### src/rtl/ws2812_pkg.sv
`default_nettype none
// ============================================================================
// ws2812_pkg : shared WS2812 RZ line definitions (decoder states, 50 MHz timing)
// Revision   : 1.0
// ============================================================================
package ws2812_pkg;

   typedef enum logic [1:0] {
      SYNC = 2'd0,
      IDLE = 2'd1,
      HIGH = 2'd2,
      LOW  = 2'd3
   } rz_state_t;

   // Nominal transmitter timing at 50 MHz, in clock cycles
   localparam int T0H       = 16;
   localparam int T1H       = 46;
   localparam int TBIT      = 63;
   localparam int TRESET_TX = 15000;

   localparam int WORD_BITS = 24;
   localparam bit MSB_FIRST = 1'b1;

endpackage
`default_nettype wire

### src/rtl/rz_decoder_sync_edge.sv
`default_nettype none
// ============================================================================
// rz_sync_edge : input synchronizer with rise/fall single-cycle pulses
// Revision     : 1.0
// ============================================================================
module rz_sync_edge
   import ws2812_pkg::*;
#(
   parameter int SYNC_STAGES = 2
) (
   input  logic clk,
   input  logic rst,
   input  logic rz_in,
   output logic rz_s,
   output logic rise,
   output logic fall
);

   logic [SYNC_STAGES-1:0] sync_q, sync_d;
   logic                   prev_q, prev_d;

   always_comb begin
      sync_d = {sync_q[SYNC_STAGES-2:0], rz_in};
      prev_d = sync_q[SYNC_STAGES-1];
   end

   always_ff @(posedge clk or posedge rst) begin
      if (rst) begin
         sync_q <= '0;
         prev_q <= 1'b0;
      end else begin
         sync_q <= sync_d;
         prev_q <= prev_d;
      end
   end

   assign rz_s = sync_q[SYNC_STAGES-1];
   assign rise = rz_s & ~prev_q;
   assign fall = ~rz_s & prev_q;

endmodule
`default_nettype wire

### src/rtl/rz_decoder.sv
`default_nettype none
// ============================================================================
// rz_decoder : WS2812 RZ receiver - pulse-width bit decode, 24-bit word assembly
// Revision   : 1.0
// ============================================================================
module rz_decoder
   import ws2812_pkg::*;
#(
   parameter int SYNC_STAGES = 2,
   parameter int HIGH_MIN    = 4,
   parameter int BIT_THRESH  = 31,
   parameter int HIGH_MAX    = 75,
   parameter int RESET_CYC   = 2500,
   parameter int CNT_W       = 16
) (
   input  logic        clk,
   input  logic        rst,
   input  logic        rz_in,
   output logic [23:0] rgb_out,
   output logic        rgb_valid,
   output logic [15:0] pixel_idx,
   output logic        frame_end,
   output logic        bit_err,
   output logic        busy
);

   // Counter is cleared on the edge cycle, so a width of w cycles reads w-1
   // on the cycle that detects the closing edge.
   localparam logic [CNT_W-1:0] CNT_MAX    = '1;
   localparam logic [CNT_W-1:0] GLITCH_LIM = CNT_W'(HIGH_MIN - 1);
   localparam logic [CNT_W-1:0] ZERO_LIM   = CNT_W'(BIT_THRESH);
   localparam logic [CNT_W-1:0] STUCK_LIM  = CNT_W'(HIGH_MAX - 1);
   localparam logic [CNT_W-1:0] RESET_LIM  = CNT_W'(RESET_CYC - 2);

   logic rz_s, rise, fall;

   rz_sync_edge #(
      .SYNC_STAGES (SYNC_STAGES)
   ) u_sync_edge (
      .clk   (clk),
      .rst   (rst),
      .rz_in (rz_in),
      .rz_s  (rz_s),
      .rise  (rise),
      .fall  (fall)
   );

   rz_state_t        state_q, state_d;
   logic [CNT_W-1:0] cnt_q, cnt_d;
   logic [4:0]       bit_cnt_q, bit_cnt_d;
   logic [23:0]      shift_q, shift_d;
   logic             word_done_q, word_done_d;
   logic [15:0]      word_cnt_q, word_cnt_d;
   logic [23:0]      rgb_out_q, rgb_out_d;
   logic             rgb_valid_q, rgb_valid_d;
   logic [15:0]      pixel_idx_q, pixel_idx_d;
   logic             frame_end_q, frame_end_d;
   logic             bit_err_q, bit_err_d;
   logic             busy_q, busy_d;
   logic             new_bit;

   always_comb begin
      state_d     = state_q;
      cnt_d       = (rise || fall) ? '0 : ((cnt_q == CNT_MAX) ? cnt_q : cnt_q + 1'b1);
      bit_cnt_d   = bit_cnt_q;
      shift_d     = shift_q;
      word_done_d = 1'b0;
      word_cnt_d  = word_cnt_q;
      rgb_out_d   = rgb_out_q;
      rgb_valid_d = 1'b0;
      pixel_idx_d = pixel_idx_q;
      frame_end_d = 1'b0;
      bit_err_d   = 1'b0;
      busy_d      = busy_q;
      new_bit     = (cnt_q >= ZERO_LIM);

      if (word_done_q) begin
         rgb_out_d   = shift_q;
         rgb_valid_d = 1'b1;
         pixel_idx_d = word_cnt_q;
         word_cnt_d  = (word_cnt_q == 16'hFFFF) ? word_cnt_q : word_cnt_q + 16'd1;
      end

      case (state_q)
         SYNC: begin
            if (!rz_s && !fall && (cnt_q >= RESET_LIM))
               state_d = IDLE;
         end
         IDLE: begin
            if (rise) begin
               state_d = HIGH;
               busy_d  = 1'b1;
            end
         end
         HIGH: begin
            if ((fall && (cnt_q < GLITCH_LIM)) || (!fall && (cnt_q >= STUCK_LIM))) begin
               bit_err_d  = 1'b1;
               state_d    = SYNC;
               busy_d     = 1'b0;
               bit_cnt_d  = '0;
               word_cnt_d = '0;
            end else if (fall) begin
               shift_d = MSB_FIRST ? {shift_q[22:0], new_bit} : {new_bit, shift_q[23:1]};
               state_d = LOW;
               if (bit_cnt_q == 5'(WORD_BITS - 1)) begin
                  bit_cnt_d   = '0;
                  word_done_d = 1'b1;
               end else begin
                  bit_cnt_d = bit_cnt_q + 5'd1;
               end
            end
         end
         LOW: begin
            if (rise) begin
               state_d = HIGH;
            end else if (cnt_q >= RESET_LIM) begin
               frame_end_d = 1'b1;
               bit_err_d   = (bit_cnt_q != '0);
               bit_cnt_d   = '0;
               pixel_idx_d = '0;
               word_cnt_d  = '0;
               busy_d      = 1'b0;
               state_d     = IDLE;
            end
         end
         default: state_d = SYNC;
      endcase
   end

   always_ff @(posedge clk or posedge rst) begin
      if (rst) begin
         state_q     <= SYNC;
         cnt_q       <= '0;
         bit_cnt_q   <= '0;
         shift_q     <= '0;
         word_done_q <= 1'b0;
         word_cnt_q  <= '0;
         rgb_out_q   <= '0;
         rgb_valid_q <= 1'b0;
         pixel_idx_q <= '0;
         frame_end_q <= 1'b0;
         bit_err_q   <= 1'b0;
         busy_q      <= 1'b0;
      end else begin
         state_q     <= state_d;
         cnt_q       <= cnt_d;
         bit_cnt_q   <= bit_cnt_d;
         shift_q     <= shift_d;
         word_done_q <= word_done_d;
         word_cnt_q  <= word_cnt_d;
         rgb_out_q   <= rgb_out_d;
         rgb_valid_q <= rgb_valid_d;
         pixel_idx_q <= pixel_idx_d;
         frame_end_q <= frame_end_d;
         bit_err_q   <= bit_err_d;
         busy_q      <= busy_d;
      end
   end

   assign rgb_out   = rgb_out_q;
   assign rgb_valid = rgb_valid_q;
   assign pixel_idx = pixel_idx_q;
   assign frame_end = frame_end_q;
   assign bit_err   = bit_err_q;
   assign busy      = busy_q;

endmodule
`default_nettype wire
### config.mk
export PLATFORM = sky130hd
export DESIGN_NAME = rz_decoder
export DESIGN_NICKNAME = d
export VERILOG_FILES = /design/src/rtl/ws2812_pkg.sv /design/src/rtl/rz_decoder_sync_edge.sv /design/src/rtl/rz_decoder.sv
export SDC_FILE = /design/constraint.sdc
export NUM_CORES = 1
export LEC_CHECK = 0
export ABC_AREA = 1
export CAP_MARGIN = 20
export CELL_PAD_IN_SITES_DETAIL_PLACEMENT = 1
export CELL_PAD_IN_SITES_GLOBAL_PLACEMENT = 2
export CORE_MARGIN = 10
export CORE_UTILIZATION = 35
export DETAILED_ROUTE_END_ITERATION = 16
export PLACE_DENSITY_LB_ADDON = 0.1
export SKIP_LAST_GASP = 1
export SYNTH_ARGS = -nofsm -noshare
export SYNTH_HDL_FRONTEND = slang
export SYNTH_HIERARCHICAL = 1
export SYNTH_SLANG_ARGS = --single-unit
export TNS_END_PERCENT = 5
### constraint.sdc
create_clock -name clk -period 4.79 [get_ports clk]
set_input_delay 0.958 -clock clk [delete_from_list [all_inputs] [get_ports clk]]
set_output_delay 0.958 -clock clk [all_outputs]
set_load 0.05 [all_outputs]
# --- Yosys cells after proc, flatten, opt, wreduce, memory -nomap -nowiden ---
# Index checks and enable logic that the tools add are counted.
op_classes:
  add_sub_neg: 3
  n_mul: 0
  div_mod_pow: 0
  order_cmp: 4
  n_eq_ne: 14
  n_shift: 0
  n_mux: 42
  bitwise: 5
  n_reduce_logical: 16
op_table:
  columns: ["operator", "n"]
  rows:
  - ["$mux W16", 11]
  - ["$add A16 B1 Y16 const B", 2]
  - ["$eq A16 B16 Y1 const B", 2]
  - ["$pmux W16 S2", 1]
  - ["$mux W5", 5]
  - ["$ge A16 B12 Y1 const B", 1]
  - ["$ge A16 B5 Y1 const B", 1]
  - ["$ge A16 B7 Y1 const B", 1]
  - ["$lt A16 B2 Y1 const B", 1]
  - ["$mux W1", 15]
  - ["$mux W2", 6]
  - ["$ne A2 B2 Y1 const B", 6]
  - ["$pmux W5 S2", 1]
  - ["$pmux W2 S4", 1]
  - ["$reduce_and A4 Y1", 2]
  - ["$ne A3 B3 Y1 const B", 2]
  - ["$add A5 B1 Y5 const B", 1]
  - ["$eq A5 B5 Y1 const B", 1]
  - ["$reduce_and A5 Y1", 1]
  - ["$reduce_bool A5 Y1", 1]
  - ["$eq A2 B2 Y1 const B", 2]
  - ["$logic_and A1 B1 Y1", 4]
  - ["$not A1 Y1", 3]
  - ["$pmux W1 S3", 1]
  - ["other kinds (9)", 12]
totals:
  ff_bits: 111
  latch_bits: 0
  mem_bits_rw: 0
  mem_bits_ro: 0
  input_bits: 3
  out_inout_bits: 44
  elab_cells: 98
  memories: 0

# --- Depth between registers and ports, before layout ---
# Gate-level depths: netlist of the first run.
depth:
  ltp_word: 7
  depth_mapped: 12
  depth_no_buf: 12

# --- Modules after synthesis ---
# The synthesis of the first run kept the hierarchy.
modules_own_cells:
  columns: ["mod", "n_inst", "cells_each", "area_per_inst_um2", "seq_area_each_um2"]
  rows:
  - ["rz_decoder", 1, 621, 5201.2, 2702.6]
  - ["rz_sync_edge", 1, 8, 93.8, 75.1]

# --- Worst setup path before layout of the first run ---
# Ideal clock, no wire load.
synth_path:
  path_kind: "register to register"
  startpoint: "reg u_sync_edge.sync_q[1]"
  endpoint: "reg word_cnt_q[12]"
  setup_ns: 0.125
  t_arrival_ns: 1.598
  required_time_ns: 4.665
  path_slack_ns: 3.067
  path_stages_with_launch: 10
  n_path_buf: 1
  period_less_slack_ns: 1.723
  path_cell_list: "dfrtp_1 > nor2_1 > inv_1 > nor2_1 > nand4_4 > nand2_1 > nand2_1 > nand2_2 > buf_6 > nor2_1"
synth_between:
  elab_chain_cells: 7
  word_cells_on_any_way: 10
  cone_classes: "mux: 3; bitwise: 3; reduce/logical: 4"
synth_rtl:
  columns: ["element", "line_no", "text"]
  rows:
  - ["start, declared", "rz_decoder_sync_edge.sv:19", "logic [SYNC_STAGES-1:0] sync_q, sync_d;"]
  - ["start signal, assigned", "rz_decoder_sync_edge.sv:32", "sync_q <= sync_d;"]
  - ["$not A1 Y1 *", "rz_decoder_sync_edge.sv:39", "assign fall = ~rz_s & prev_q;"]
  - ["$and A1 B1 Y1 *", "rz_decoder_sync_edge.sv:39", null]
  - ["net fall", "rz_decoder.sv:35", "logic rz_s, rise, fall;"]
  - ["$logic_not A1 Y1", "rz_decoder.sv:96", "if ((fall && (cnt_q < GLITCH_LIM)) || (!fall && (cnt_q >= STUCK_LIM))) begin"]
  - ["$logic_and A1 B1 Y1", "rz_decoder.sv:96", null]
  - ["$logic_or A1 B1 Y1 *", "rz_decoder.sv:96", null]
  - ["$mux W16 *", "rz_decoder.sv:96", null]
  - ["$pmux W16 S2 *", "rz_decoder.sv:84", "case (state_q)"]
  - ["net word_cnt_d[12]", "rz_decoder.sv:53", "logic [15:0] word_cnt_q, word_cnt_d;"]
  - ["end signal, assigned", "rz_decoder.sv:150", "word_cnt_q <= word_cnt_d;"]
  - ["end, declared", "rz_decoder.sv:53", null]
# The timed path passes the listed nets; every way through them passes the cells marked *.
# A chain may end at the register's enable or synchronous reset.

# --- Worst setup path after layout of the first run ---
layout_path:
  startpoint: "reg pixel_idx_q[11] (netlist: pixel_idx[11])"
  endpoint: "out pixel_idx[11]"
layout_lines:
  columns: ["element", "line_no", "text"]
  rows:
  - ["start, declared", "rz_decoder.sv:56", "logic [15:0] pixel_idx_q, pixel_idx_d;"]
  - ["start signal, assigned", "rz_decoder.sv:153", "pixel_idx_q <= pixel_idx_d;"]
  - ["end, declared", "rz_decoder.sv:21", "output logic [15:0] pixel_idx,"]
# No word-level cell between the ends.

==> run_results.csv, run 1 <==
group,metric,value,unit
outcome,status,"finished, final reports clean",
cts,cts_buffer_depth,2,
timing,skew,0.01343,ns
finish,layout_commonest_cell,"nand2_1",
worst_setup_path,rr_endpoint,"word_cnt_q[14]$_DFF_PP0_",
die,die_area,0.02045,sq mm
cts,cts_root_buffer,"clkbuf_16",
synthesis,synth_top_family_by_area,"simple AND/OR/NAND/NOR gates",
synthesis,ys_warn_count,6,
finish,final_cells,860,
worst_setup_path,cp_max_fo,2,
drt,vias,4239,
drt,dr.first_iter.drc_count,290,
pwr,peakVddDrop,0.0001489,V
cts,htree_num_levels,3,
finish,drive_gt1_share,7.692,%
synthesis,synth_area_leader_cell,"dfrtp_1",
synthesis,synth_fa_ha_area_share,1.181,%
pwr,p_leak,2.802,nW
worst_setup_path,path_cells,"clkdlybuf4s50_1",
placed_design,hpwl,8.964,mm
synthesis,synth_cell_type_count,40,
synthesis,synth_top_cells_by_area,"dfrtp_1 52%, nand2_1 11%, o21ai_0 6.0%, inv_1 5.2%, nand3_1 3.7%",
synthesis,synth.top_cell.area_share,52.46,%
die,initial_utilization,36.02,%
timing,relSlewSlack,33.20,%
synthesis,syn_area,0.005295,sq mm
worst_setup_path,crit_type,"register to primary output",
timing,worst_pin_slew,1.002,ns
drt,drc,0,
worst_setup_path,cp.depth,1,
worst_setup_path,crit_buf_inv,1,
finish,mostFrequentLayoutCells,"157 x nand2_1, 111 x dfrtp_1, 73 x inv_1",
placed_design,gp_congestion,0.8317,
die,pin_count,47,
worst_setup_path,end_kind,"primary output",
global_routing,grt_pass1_vias,4445,
drt,wl,12.69,mm
timing,fin_ws,2.267,ns
finish,layout.nets,679,
cts,cts_tree,"built",
timing,fmax,396.3,MHz
global_routing,grtUsageTotal,12.98,%
cts,hold_buffers,0,
cts,clk_latency,0.36,ns
timing,setup_viol,0,
synthesis,synth_xor_xnor_area_share,2.316,%
cts,cts_resized,0,
synthesis,synth-simple-area-share,25.69,%
die,chipHeight,143,microns
worst_setup_path,critical_path_arrival,1.57,ns
timing,fin_crit_sh,52.67,%
cts,clkTransAtPathRegs,0.08,ns
timing,rsz0062_at_grt,"no",
finish,antenna-diode-count,0,
die,coreArea,0.01470,sq mm
cts,cts.sinks,111,
timing,hold_violations,0,
placed_design,io_buffer_count,46,
drt,viasPerCell,4.929,
worst_setup_path,critPathCapture,"pixel_idx[11]",
worst_setup_path,required,3.83,ns
die,die_w,143,microns
drt,wire_per_inst,14.76,microns
synthesis,ys_seq_area_share,52.46,%
min_path,hold_path.class,"register to register",
pwr,powerDensity,290.5,mW/mm^2
drt,first_pass_iters,4,
run,maxCapViolations,0,
worst_setup_path,startpoint,"pixel_idx[11]$_DFF_PP0_",
synthesis,synth-compound-area-share,11.03,%
worst_setup_path,cp-start-kind,"register",
cts,post_cts_buffers,0,
global_routing,grt_pass1_wl,21.99,mm
placed_design,dp_slack,2.099,ns
timing,setup_tns,0,ns
worst_setup_path,r2r-start,"word_done_q$_DFF_PP0_",
finish,synthToLayoutAreaGrowth,18.03,%
drt,ant_nets,0,
synthesis,syn_nets,637,
global_routing,antenna_found_initial,0,
worst_setup_path,slowest_stage,"clkdlybuf4s50_1",
timing,whs,0.3596,ns
cts,cts_made_buffers,9,
worst_setup_path,cp_top_family,"buffers and inverters",
global_routing,grt_max_degree,85,
synthesis,yosys_register_bits,111,
synthesis,synthMuxAreaShare,0,%
worst_setup_path,cp_slowest_stage_delay,0.83,ns
timing,timing.final.crit_period,2.523,ns
synthesis,synth_cells,629,
worst_setup_path,r2r_cells,4,
placed_design,place_inst,843,
timing,slew_viol_final,0,
die,num_rows,44,
worst_setup_path,rrSetupSlack,2.40,ns
global_routing,overflow,0,
synthesis,syn_avg_cell_area,8.418,sq um
## area by class of cell
cell class / instances / area (sq um)
multi-input cells: 422 / 2130
clock buffers: 10 / 239.0
clock inverters: 6 / 78.83
well taps: 184 / 230.2
inverters: 79 / 299.0
flip-flops and latches: 111 / 2778
fillers: 1745 / 8449
repair buffers: 48 / 495.5
## through the flow
step           util [%]  area, sq um  power [mW]
6_report          42.52         6250       1.816
5_1_grt           42.52         6250       1.894
4_1_cts           42.33         6222       1.840
3_5_place_dp      40.17         5904       1.024
3_3_place_gp      40.17         5904       1.023
2_1_floorplan         -         5295       1.005
## layer usage
layer | track usage, % | wire [microns] | up-vias
li1 | - | - | 2112
met1 | 17.87 | 6415 | 2058
met2 | 20.16 | 5689 | 56
met3 | 2.056 | 393 | 13
met4 | 4.723 | 194 | 0
met5 | 0 | 0 | -
## logic make-up after synthesis
family | count (synthesis)
AND/OR/NAND/NOR | 296
flip-flops | 111
AO/OA/AOI/OAI | 107
buffers and inverters | 96
XOR/XNOR | 14
adder cells (fa/ha/maj) | 5
## how the worst min path moves through the flow
stage	end	slack (ns)	cells after the start	start
final	u_sync_edge/sync_q[1]$_DFF_PP0_	0.36	0	u_sync_edge/sync_q[0]$_DFF_PP0_
after CTS	u_sync_edge/sync_q[1]$_DFF_PP0_	0.36	0	u_sync_edge/sync_q[0]$_DFF_PP0_
after floorplan	u_sync_edge/sync_q[1]$_DFF_PP0_	0.33	0	u_sync_edge/sync_q[0]$_DFF_PP0_
after global routing	u_sync_edge/sync_q[1]$_DFF_PP0_	0.36	0	u_sync_edge/sync_q[0]$_DFF_PP0_
after global placement	u_sync_edge/sync_q[1]$_DFF_PP0_	0.34	0	u_sync_edge/sync_q[0]$_DFF_PP0_
after detailed placement	u_sync_edge/sync_q[1]$_DFF_PP0_	0.34	0	u_sync_edge/sync_q[0]$_DFF_PP0_
## registers in the layout (all words and copies together), names as in the netlist
name,flops
u_sync_edge/prev_q,1
pixel_idx,16
u_sync_edge/sync_q,2
bit_cnt_q,5
word_cnt_q,16
bit_err,1
state_q,2
word_done_q,1
busy,1
frame_end,1
shift_q,24
cnt_q,16
rgb_out,24
rgb_valid,1
## power breakdown
| part | total, mW | switching, mW | internal (mW) | leakage (nW) |
|---|---|---|---|---|
| combinational | 0.0562 | 0.0414 | 0.0148 | 1.10 |
| sequential | 0.950 | 0.00818 | 0.942 | 1.54 |
| clock | 0.809 | 0.375 | 0.434 | 0.158 |
| total | 1.82 | 0.425 | 1.39 | 2.80 |
## Yosys cell counts
cell and count:
xor2_1 9, nand2_1 157, buf_1 1, o21ai_0 63, nor2_2 4, o31ai_1 1, inv_2 5, nor2_4 2
o21bai_1 2, nor2_1 48, o32ai_1 1, clkbuf_1 9, a21oi_1 24, a31oi_1 1, buf_6 3, nand4_2 1
inv_1 74, nor3_1 11, o21ai_1 6, a22oi_1 1, and2_1 1, nand4_1 12, o22ai_1 1, o21ai_4 1
o21ai_2 5, xnor2_1 5, nand2_4 1, or2_2 2, buf_2 3, nand3b_1 2, nor4_1 4, nand3_1 39
nor3_2 2, ha_1 5, nand3_2 6, nand4_4 2, clkbuf_2 1, a211oi_1 1, dfrtp_1 111, nand2_2 2
Power figures use the tool's default switching activity.
==> run 2, diff against run 1 <==
==> constraint.sdc (replaced) <==
create_clock -name clk -period 2.45 [get_ports clk]
set_input_delay 0.49 -clock clk [delete_from_list [all_inputs] [get_ports clk]]
set_output_delay 0.49 -clock clk [all_outputs]
set_load 0.05 [all_outputs]
==> run 2 against run 1 <==
Compared with the run above:
- final area increased by 1.0%
- die area unchanged
- count of clock-buffer cells in the layout decreased by 1
- non-clock buffer count increased by 9
- core utilization is 0.44 points higher
- critical path type is now register to register
- critical endpoint is now shift_q[15]$_DFFE_PP0P_
==> run_results.csv, run 2 (same netlist as run 1, synthesis figures left out) <==
group,metric,value,unit
pwr,p_leak,2.839,nW
drt,dr.first_iter.drc_count,194,
finish,synthToLayoutAreaGrowth,19.26,%
die,num_rows,44,
placed_design,placed_cell_area,0.006006,sq mm
die,coreArea,0.01470,sq mm
finish,multiInputGateArea,0.002130,sq mm
worst_setup_path,crit_type,"register to register",
die,pin_count,47,
finish,layout_commonest_cell,"nand2_1",
pwr,finalPower,3.483,mW
pwr,p_int,2.607,mW
cts,cts.sinks,111,
finish,mostFrequentLayoutCells,"157 x nand2_1, 111 x dfrtp_1, 73 x inv_1",
die,die_area,0.02045,sq mm
timing,fin_ws,0.3657,ns
drt,viasPerCell,4.983,
worst_setup_path,critical_path_arrival,2.33,ns
pwr,p_sw,0.8765,mW
cts,clk_latency,0.36,ns
global_routing,grt_max_degree,109,
finish,ff_latch_area,0.002778,sq mm
timing,rsz0062_at_grt,"no",
drt,first_pass_iters,4,
pwr,p_comb_share,3.2,%
finish,num-fill-cells,1727,
drt,drc,0,
cts,cts_resized,0,
timing,setup_tns,0,ns
finish,fin_area,0.006315,sq mm
cts,clkTransAtPathRegs,0.09,ns
timing,setup_viol,0,
placed_design,dp_slack,0.3659,ns
global_routing,grt_pass1_wl,22.46,mm
finish,drive_gt1_share,8.905,%
die,initial_utilization,36.02,%
finish,antenna-diode-count,0,
timing,relSlewSlack,51.36,%
cts,cts_tree,"built",
cts,cts_root_buffer,"clkbuf_16",
pwr,powerDensity,551.6,mW/mm^2
timing,fin_crit_sh,85.07,%
die,chipHeight,143,microns
pwr,switching_share,25.16,%
placed_design,gp_congestion,0.8729,
timing,worst_pin_slew,0.7296,ns
drt,wl,13.18,mm
timing,timing.final.crit_period,2.084,ns
global_routing,overflow,0,
cts,cts_made_buffers,9,
cts,htree_num_levels,3,
global_routing,antenna_found_initial,0,
timing,whs,0.3622,ns
timing,skew,0.01334,ns
run,maxCapViolations,0,
pwr,pwr-share-clk,43.5,%
finish,layout.nets,688,
worst_setup_path,end_kind,"register",
min_path,hold_path.class,"register to register",
worst_setup_path,required,2.69,ns
global_routing,grt_pass1_vias,4542,
drt,ant_nets,0,
drt,wire_per_inst,15.17,microns
timing,slew_viol_final,0,
timing,fmax,479.8,MHz
drt,vias,4330,
placed_design,hpwl,9.700,mm
die,die_w,143,microns
global_routing,grtUsageTotal,13.42,%
placed_design,io_buffer_count,46,
cts,cts_buffer_depth,2,
timing,hold_violations,0,
cts,hold_buffers,0,
outcome,status,"finished, final reports clean",
cts,post_cts_buffers,0,
pwr,p_seq_share,53.3,%
worst_setup_path,cp-start-kind,"register",
worst_setup_path,cp_max_fo,24,
pwr,peakVddDrop,0.0003361,V
run 2: path summary, 6_finish.rpt:
path | start | to | slack, ns | depth (start not counted)
min in group asynchronous | rst | u_sync_edge/sync_q[0]$_DFF_PP0_ | 0.37 | 2
setup reg to reg | cnt_q[0]$_DFFE_PP0P_ | shift_q[15]$_DFFE_PP0P_ | 0.37 | 11
hold reg to reg | u_sync_edge/sync_q[0]$_DFF_PP0_ | u_sync_edge/sync_q[1]$_DFF_PP0_ | 0.36 | 0
setup / recovery | cnt_q[0]$_DFFE_PP0P_ | shift_q[15]$_DFFE_PP0P_ | 0.37 | 11
max in group asynchronous | rst | pixel_idx[13]$_DFF_PP0_ | 1.33 | 3
hold / removal | u_sync_edge/sync_q[0]$_DFF_PP0_ | u_sync_edge/sync_q[1]$_DFF_PP0_ | 0.36 | 0
run 2: cell type report:
| type | count | share of cell area [%] |
|---|---|---|
| clock inverter | 7 | 1.328 |
| clock buffer | 9 | 3.566 |
| sequential | 111 | 43.99 |
| timing repair buffer | 57 | 8.995 |
| multi-input combinational | 422 | 33.72 |
| inverter | 79 | 4.755 |
| tap | 184 | 3.646 |
run 2: routing by layer:
| metal | GRT usage [%] | part of all wire [%] | vias up |
|---|---|---|---|
| li1 | - | - | 2130 |
| met1 | 17.44 | 48 | 2129 |
| met2 | 21.63 | 47 | 54 |
| met3 | 2.289 | 3.0 | 17 |
| met4 | 5.646 | 1.9 | 0 |
| met5 | 0 | 0 | - |
run 2: critical path, stage by stage (launching register included):
cell and delay [ns]:
dfrtp_1 0.46, inv_1 0.07, ha_1 0.20, nand2_1 0.06
nor2_1 0.05, nand3_1 0.09, nand3_2 0.11, nand2_4 0.13
nand4_4 0.31, buf_4 0.32, nand2_1 0.07, o21ai_0 0.08
run 2: power groups by stage:
stage | Sequential, mW | Clock (mW) | Combinational [mW]
floorplan | 1.89 | 0 | 0.0774
global placement | 1.89 | 0 | 0.115
detailed placement | 1.89 | 0 | 0.115
CTS | 1.86 | 1.57 | 0.116
global route | 1.86 | 1.65 | 0.129
finish | 1.86 | 1.51 | 0.111
run 2: metrics by stage:
step | instances | utilization, %
detailed placement | 853 | 40.86
finish | 869 | 42.96
global placement | 853 | 40.86
floorplan | 629 | -
CTS | 869 | 42.96
global route | 869 | 42.96
